### src/rtl/fetch_unit.sv
// Instruction-fetch stage: owns the PC, fetches one instruction at a time over a
// req/ready handshake and computes the next PC when the decoder retires it.
module fetch_unit #(
  parameter logic [31:0] RESET_PC = 32'h0000_0000
) (
  input  logic        clk,
  input  logic        rst_n,
  output logic        imem_req,
  output logic [31:0] imem_addr,
  input  logic [31:0] imem_rdata,
  input  logic        imem_ready,
  output logic [31:0] instr,
  output logic [5:0]  opcode,
  output logic [31:0] pc,
  output logic [31:0] pc_plus4,
  output logic        instr_valid,
  input  logic        advance,
  input  logic        Branch,
  input  logic        Brchne,
  input  logic        Bgtz,
  input  logic        Blez,
  input  logic        Bltz,
  input  logic        Jump,
  input  logic        jr_en,
  input  logic        alu_zero,
  input  logic [31:0] rs_data,
  output logic        addr_err
);

  typedef enum logic {FETCH, HOLD} state_t;

  state_t      state_q, state_d;
  logic [31:0] pc_q, pc_d;
  logic [31:0] instr_q, instr_d;
  logic        valid_q, valid_d;
  logic        req_q, req_d;
  logic        err_q, err_d;

  logic        taken;
  logic        rs_pos;
  logic        rs_zero;
  logic [31:0] seq_pc;
  logic [31:0] br_target;
  logic [31:0] next_pc;

  always_comb begin
    seq_pc    = pc_q + 32'd4;
    br_target = seq_pc + {{14{instr_q[15]}}, instr_q[15:0], 2'b00};
    rs_zero   = ~(|rs_data);
    rs_pos    = ~rs_data[31] & ~rs_zero;
    taken     = (Branch & alu_zero) | (Brchne & ~alu_zero) | (Bgtz & rs_pos) |
                (Blez & (rs_data[31] | rs_zero)) | (Bltz & rs_data[31]);
  end

  // Priority chain keeps don't-care branch flags out of the PC on jumps.
  always_comb begin
    next_pc = seq_pc;
    if (jr_en) begin
      next_pc = {rs_data[31:2], 2'b00};
    end else if (Jump) begin
      next_pc = {seq_pc[31:28], instr_q[25:0], 2'b00};
    end else if (taken) begin
      next_pc = br_target;
    end
  end

  always_comb begin
    state_d = state_q;
    pc_d    = pc_q;
    instr_d = instr_q;
    valid_d = valid_q;
    req_d   = req_q;
    err_d   = err_q;
    unique case (state_q)
      FETCH: begin
        // The request is raised one cycle after reset before any accept can occur.
        if (req_q && imem_ready) begin
          instr_d = imem_rdata;
          valid_d = 1'b1;
          req_d   = 1'b0;
          state_d = HOLD;
        end else begin
          req_d = 1'b1;
        end
      end
      HOLD: begin
        if (advance) begin
          pc_d    = next_pc;
          valid_d = 1'b0;
          req_d   = 1'b1;
          state_d = FETCH;
          if (jr_en && (rs_data[1:0] != 2'b00)) begin
            err_d = 1'b1;
          end
        end
      end
      default: state_d = FETCH;
    endcase
  end

  always_ff @(posedge clk) begin
    if (!rst_n) begin
      state_q <= FETCH;
      pc_q    <= RESET_PC;
      instr_q <= 32'h0;
      valid_q <= 1'b0;
      req_q   <= 1'b0;
      err_q   <= 1'b0;
    end else begin
      state_q <= state_d;
      pc_q    <= pc_d;
      instr_q <= instr_d;
      valid_q <= valid_d;
      req_q   <= req_d;
      err_q   <= err_d;
    end
  end

  assign imem_req    = req_q;
  assign imem_addr   = pc_q;
  assign instr       = instr_q;
  assign opcode      = instr_q[31:26];
  assign pc          = pc_q;
  assign pc_plus4    = seq_pc;
  assign instr_valid = valid_q;
  assign addr_err    = err_q;

endmodule

### config.mk
export PLATFORM = sky130hd
export DESIGN_NAME = fetch_unit
export DESIGN_NICKNAME = d
export VERILOG_FILES = /design/src/rtl/fetch_unit.sv
export SDC_FILE = /design/constraint.sdc
export NUM_CORES = 1
export LEC_CHECK = 0
export ABC_AREA = 1
export CAP_MARGIN = 20
export CORE_MARGIN = 1
export CORE_UTILIZATION = 52
export DETAILED_ROUTE_END_ITERATION = 12
export HOLD_SLACK_MARGIN = 0.08
export PLACE_DENSITY = 0.95
export SETUP_SLACK_MARGIN = 0.1
export SLEW_MARGIN = 20
export SYNTH_ARGS = -nofsm -noshare
export SYNTH_HDL_FRONTEND = slang
export SYNTH_SLANG_ARGS = --single-unit
### constraint.sdc
create_clock -name clk -period 7.2 [get_ports clk]
set_clock_uncertainty 0.15 [all_clocks]
set_input_delay 1.08 -clock clk [delete_from_list [all_inputs] [get_ports clk]]
set_output_delay 1.08 -clock clk [all_outputs]
set_load 0.005 [all_outputs]
* Word-level counts from Yosys, hierarchy flattened
Cells that the tools add are included.
** Storage, ports and cells
- Input port bits :: 76
- Register bits after elaboration :: 68
- Word-level logic and storage cells :: 45
** Operators by class
- Bitwise operators :: 15
- Reduce and logical (&&, ||, !) cells :: 8
- Multiplexer cells :: 12
- Add/sub/neg operators :: 2
- Equal/unequal tests :: 2
** Operators with widths (number)
- $mux 32 :: 3
- $add 32x3->32 const B :: 1
- $add 32x32->32 :: 1
- $reduce_or 32->1 :: 1
- $and 1x1->1 :: 6
- $mux 1 :: 6
- $pmux 1 s2 :: 3
- $reduce_and 2->1 :: 3
- $or 1x1->1 :: 5
- $ne 2x2->1 const B :: 2
- $not 1->1 :: 4
- $reduce_and 3->1 :: 1
- $logic_and 1x1->1 :: 2
- $reduce_bool 2->1 :: 1

* Longest topological paths before layout
- Depth after elaboration :: 9
- Mapped depth :: 25
- Gate-level depth less buffers :: 25

* Worst setup path after synthesis
Ideal clock, no wire load.
- Path kind :: register -> register
- From :: register pc_q[2], in the netlist imem_addr[2]
- To :: register pc_q[30], in the netlist imem_addr[30]
- Arrival :: 2.773 ns
- Data required time :: 6.930 ns
- Path buffers :: 0
- Period minus slack after synthesis :: 3.044 ns
- Setup slack :: 4.156 ns
- Stages on the path, launching flop included :: 22
- Library setup time :: 0.120 ns
- Path through :: dfxtp_1 ha_1 nand2_2 nor2_2 nand2_2 nor2_4 nand2_2 nor2_2 xor2_1 inv_1 ha_1 inv_1 nor3_1 and2_1 and2_1 nand2_1 nand2_1 nand2_1 nand2_1 nand2_1 nand3_1 a21oi_1
** Between the ends
- Cells in the longest elaborated chain, start to end :: 5
** Ends and longest elaborated chain
- start: declaration :: line 33 : logic [31:0] pc_q, pc_d;
- start signal: assignment :: line 111 : pc_q <= pc_d;
- $add 32x3->32 :: line 47 : seq_pc = pc_q + 32'd4;
- named net pc_plus4[28] :: line 15 : output logic [31:0] pc_plus4,
- $add 32x32->32 :: line 48 : br_target = seq_pc + {{14{instr_q[15]}}, instr_q[15:0], 2'b00};
- $mux 32 :: line 62 : end else if (taken) begin
- $mux 32 :: line 60 : end else if (Jump) begin
- $mux 32 :: line 58 : if (jr_en) begin
The timed path passes the listed nets, and every way through them passes these cells.
A chain may end at the register's enable or synchronous reset.

* Worst setup path after layout
- From :: register pc_q[2], in the netlist imem_addr[2]
- To :: output pc_plus4[26]
** Between the ends
- Cells in the longest elaborated chain, start to end :: 1
** Ends and longest elaborated chain (line)
- $add 32x3->32 :: 47
- end: declaration :: 15
No other way between the ends.

==> impl_metrics.env <==
export IMPL_status="complete, no violations"
export IMPL_die_y_um=116
export IMPL_yosysSeqAreaShare_pct=19.6
export IMPL_utilization_pct=70.5
export IMPL_antenna_cells=0
export IMPL_cap_violations=0
export IMPL_grt_pass1_vias=7544
export IMPL_hold_violations=0
export IMPL_dr_pass1_iters=5
export IMPL_ir_drop_mv=0.141
export IMPL_final_cell_mix="416 x nand2_1, 206 x clkdlybuf4s50_1, 176 x nor2_1, 152 x inv_1, 71 x a21oi_1"
export IMPL_yosysUniqueCellTypes=41
export IMPL_ys_warn_count=0
export IMPL_track_usage_pct=36.5
export IMPL_rows=41
export IMPL_synth_edf_count=0
export IMPL_slew_viol_final=0
export IMPL_reg2reg_from="imem_addr[2]"
export IMPL_postCtsResizedCells=0
export IMPL_nFillCells=1150
export IMPL_cp_max_fo=8
export IMPL_place_area_um2=8610
export IMPL_endpoint_kind="output pin"
export IMPL_hp_class="reg -> reg"
export IMPL_async_flop_share_pct=0
export IMPL_gp_congestion=1.01
export IMPL_relSlewSlack_pct=34.6
export IMPL_io_pins=213
export IMPL_fin_hold_ws_ns=0.329
export IMPL_wirelength_um=24400
export IMPL_routed_via_count=8206
export IMPL_layoutNonFillerInstCount=1534
export IMPL_final_cell_area_um2=8900
export IMPL_cts_tree="built"
export IMPL_ys_flop_type="dfxtp_1"
export IMPL_cts_hold_buf=0
export IMPL_grt_overflow=0
export IMPL_start_util_pct=53.4
export IMPL_die_area_um2=13400
export IMPL_grt_max_degree=40
export IMPL_die_w_um=116
export IMPL_crit_start="imem_addr[2]"
export IMPL_synth_area_leaders="nand2_1 23%, dfxtp_1 20%, nor2_1 9.8%"
export IMPL_synthCells=1203
export IMPL_p_per_area_nw_per_um2=128
export IMPL_vias_per_cell=5.35
export IMPL_tightest_slew_ns=0.980
export IMPL_fmax_mhz=252
export IMPL_synth_seq_cells=66
export IMPL_r2r_setup_slack_ns=3.54
export IMPL_avgSynthCellArea_um2=5.60
export IMPL_synth_area_um2=6740
export IMPL_grt_pass1_wl_um=37500
export IMPL_grt_antenna_before_repair=0
export IMPL_cp_arrival_ns=2.74
export IMPL_syn_to_final_growth_pct=32.0
export IMPL_dpl_worst_slack_ns=3.29
export IMPL_yosys_area_top_type="nand2_1"
export IMPL_layout_setup_ws_ns=3.23
export IMPL_power_total_mw=1.14
export IMPL_critPathKind="reg -> out"
export IMPL_crit_required_ns=5.97
export IMPL_place_inst=1521
export IMPL_startpoint_type="register"
export IMPL_post_route_min_period_ns=3.97
export IMPL_clk_path_buf_depth=2
export IMPL_fin_tns_setup_ns=0
export IMPL_cts_sinks=66
export IMPL_post_drt_wl_per_cell_um=15.9
export IMPL_reg2reg_depth=23
export IMPL_drive_above_1_share_pct=3.01
export IMPL_path_clk_slew_ns=0.05
export IMPL_rsz0062_at_grt="false"
export IMPL_post_cts_setup_buffer_count=0
export IMPL_setup_viol=0
export IMPL_port_buffers=206
export IMPL_clockRootBuffer="clkbuf_16"
export IMPL_ant_nets=0
export IMPL_cts_buffers=9
export IMPL_drt_iter0_markers=838
export IMPL_cts_htree_levels=3
export IMPL_multi_input_area_um2=4390
export IMPL_core_area_um2=12600
export IMPL_drc=0
export IMPL_nNetsFinal=1473
export IMPL_synth_top_area_share_pct=23.2
export IMPL_worstReg2RegEnd="imem_addr[26]"
export IMPL_finalCritPeriodShare_pct=55.2
export IMPL_critPathCapture="pc_plus4[26]"
export IMPL_register_area_um2=1320
export IMPL_dp_hpwl_um=19700
export IMPL_clock_latency_ns=0.33
export IMPL_p_leak_nw=4.39
export IMPL_final_common_cell="nand2_1"
-- cell usage after synthesis, types with 16 or more instances --
library cell    n
a21oi_1        71
ha_1           36
o21ai_0        43
xnor2_1        16
nor2_1        176
dfxtp_1        66
buf_4          44
clkbuf_1       16
nand3_1        65
nand2_1       416
inv_1         152
nand4_1        18
xor2_1         19
-- cell type report --
cell class | instances | share of cell area [%]
multi-input combinational | 917 | 49.4
timing repair buffer | 212 | 23.7
sequential | 66 | 14.9
inverter | 154 | 6.50
clock buffer | 10 | 2.69
tap | 172 | 2.42
clock inverter | 3 | 0.478
-- routing by layer --
layer / wire [um] / global-route usage, % / part of all wire, % / vias up
met5: 0 / 0 / 0 / -
met4: 1060 / 17.3 / 4.3 / 0
met3: 2380 / 7.17 / 9.8 / 76
met2: 11300 / 61.1 / 46 / 450
met1: 9630 / 44.8 / 40 / 3663
li1: - / - / - / 4017
-- flip-flops by register name (all words and copies together), names as in the netlist --
name,flops
instr,32
imem_addr,30
addr_err,1
imem_req,1
instr_valid,1
state_q,1
-- power breakdown --
group,leakage (nW),switching [mW],total [mW],internal [mW]
clock,0.136,0.155,0.425,0.271
sequential,0.538,0.0298,0.415,0.385
combinational,3.72,0.157,0.302,0.145
total,4.39,0.341,1.14,0.801
-- cells by family after synthesis --
logic type                 Yosys count  share of synthesized area (%)
and+or+nand+nor                    712                           43.2
buffers and inverters              225                           15.5
AOI/OAI and AO/OA                  126                           9.78
DFF                                 66                           19.6
adders and majority gates           37                           6.98
xor gates and xnor gates            36                           4.79
other                                1                         0.0556
-- worst min path at each step --
| stage | from | to | slack, ns | depth (start not counted) |
|---|---|---|---|---|
| 6_report | instr_valid | instr_valid | 0.33 | 2 |
| 5_1_grt | instr_valid | instr_valid | 0.35 | 2 |
| 4_1_cts | instr_valid | instr_valid | 0.33 | 2 |
| 3_5_place_dp | instr_valid | instr_valid | 0.31 | 2 |
| 3_3_place_gp | instr_valid | instr_valid | 0.30 | 2 |
| 2_1_floorplan | addr_err | addr_err | 0.31 | 2 |
-- worst max-delay path, cell delays in order, from the launching register on --
cell	delay (ns)
dfxtp_1	0.50
ha_1	0.28
nand2_2	0.07
nor2_2	0.14
nand2_2	0.11
nor2_4	0.16
nand4_1	0.13
xnor2_1	0.42
clkdlybuf4s50_1	0.60
Note: power is estimated with default switching activity, not from simulation.
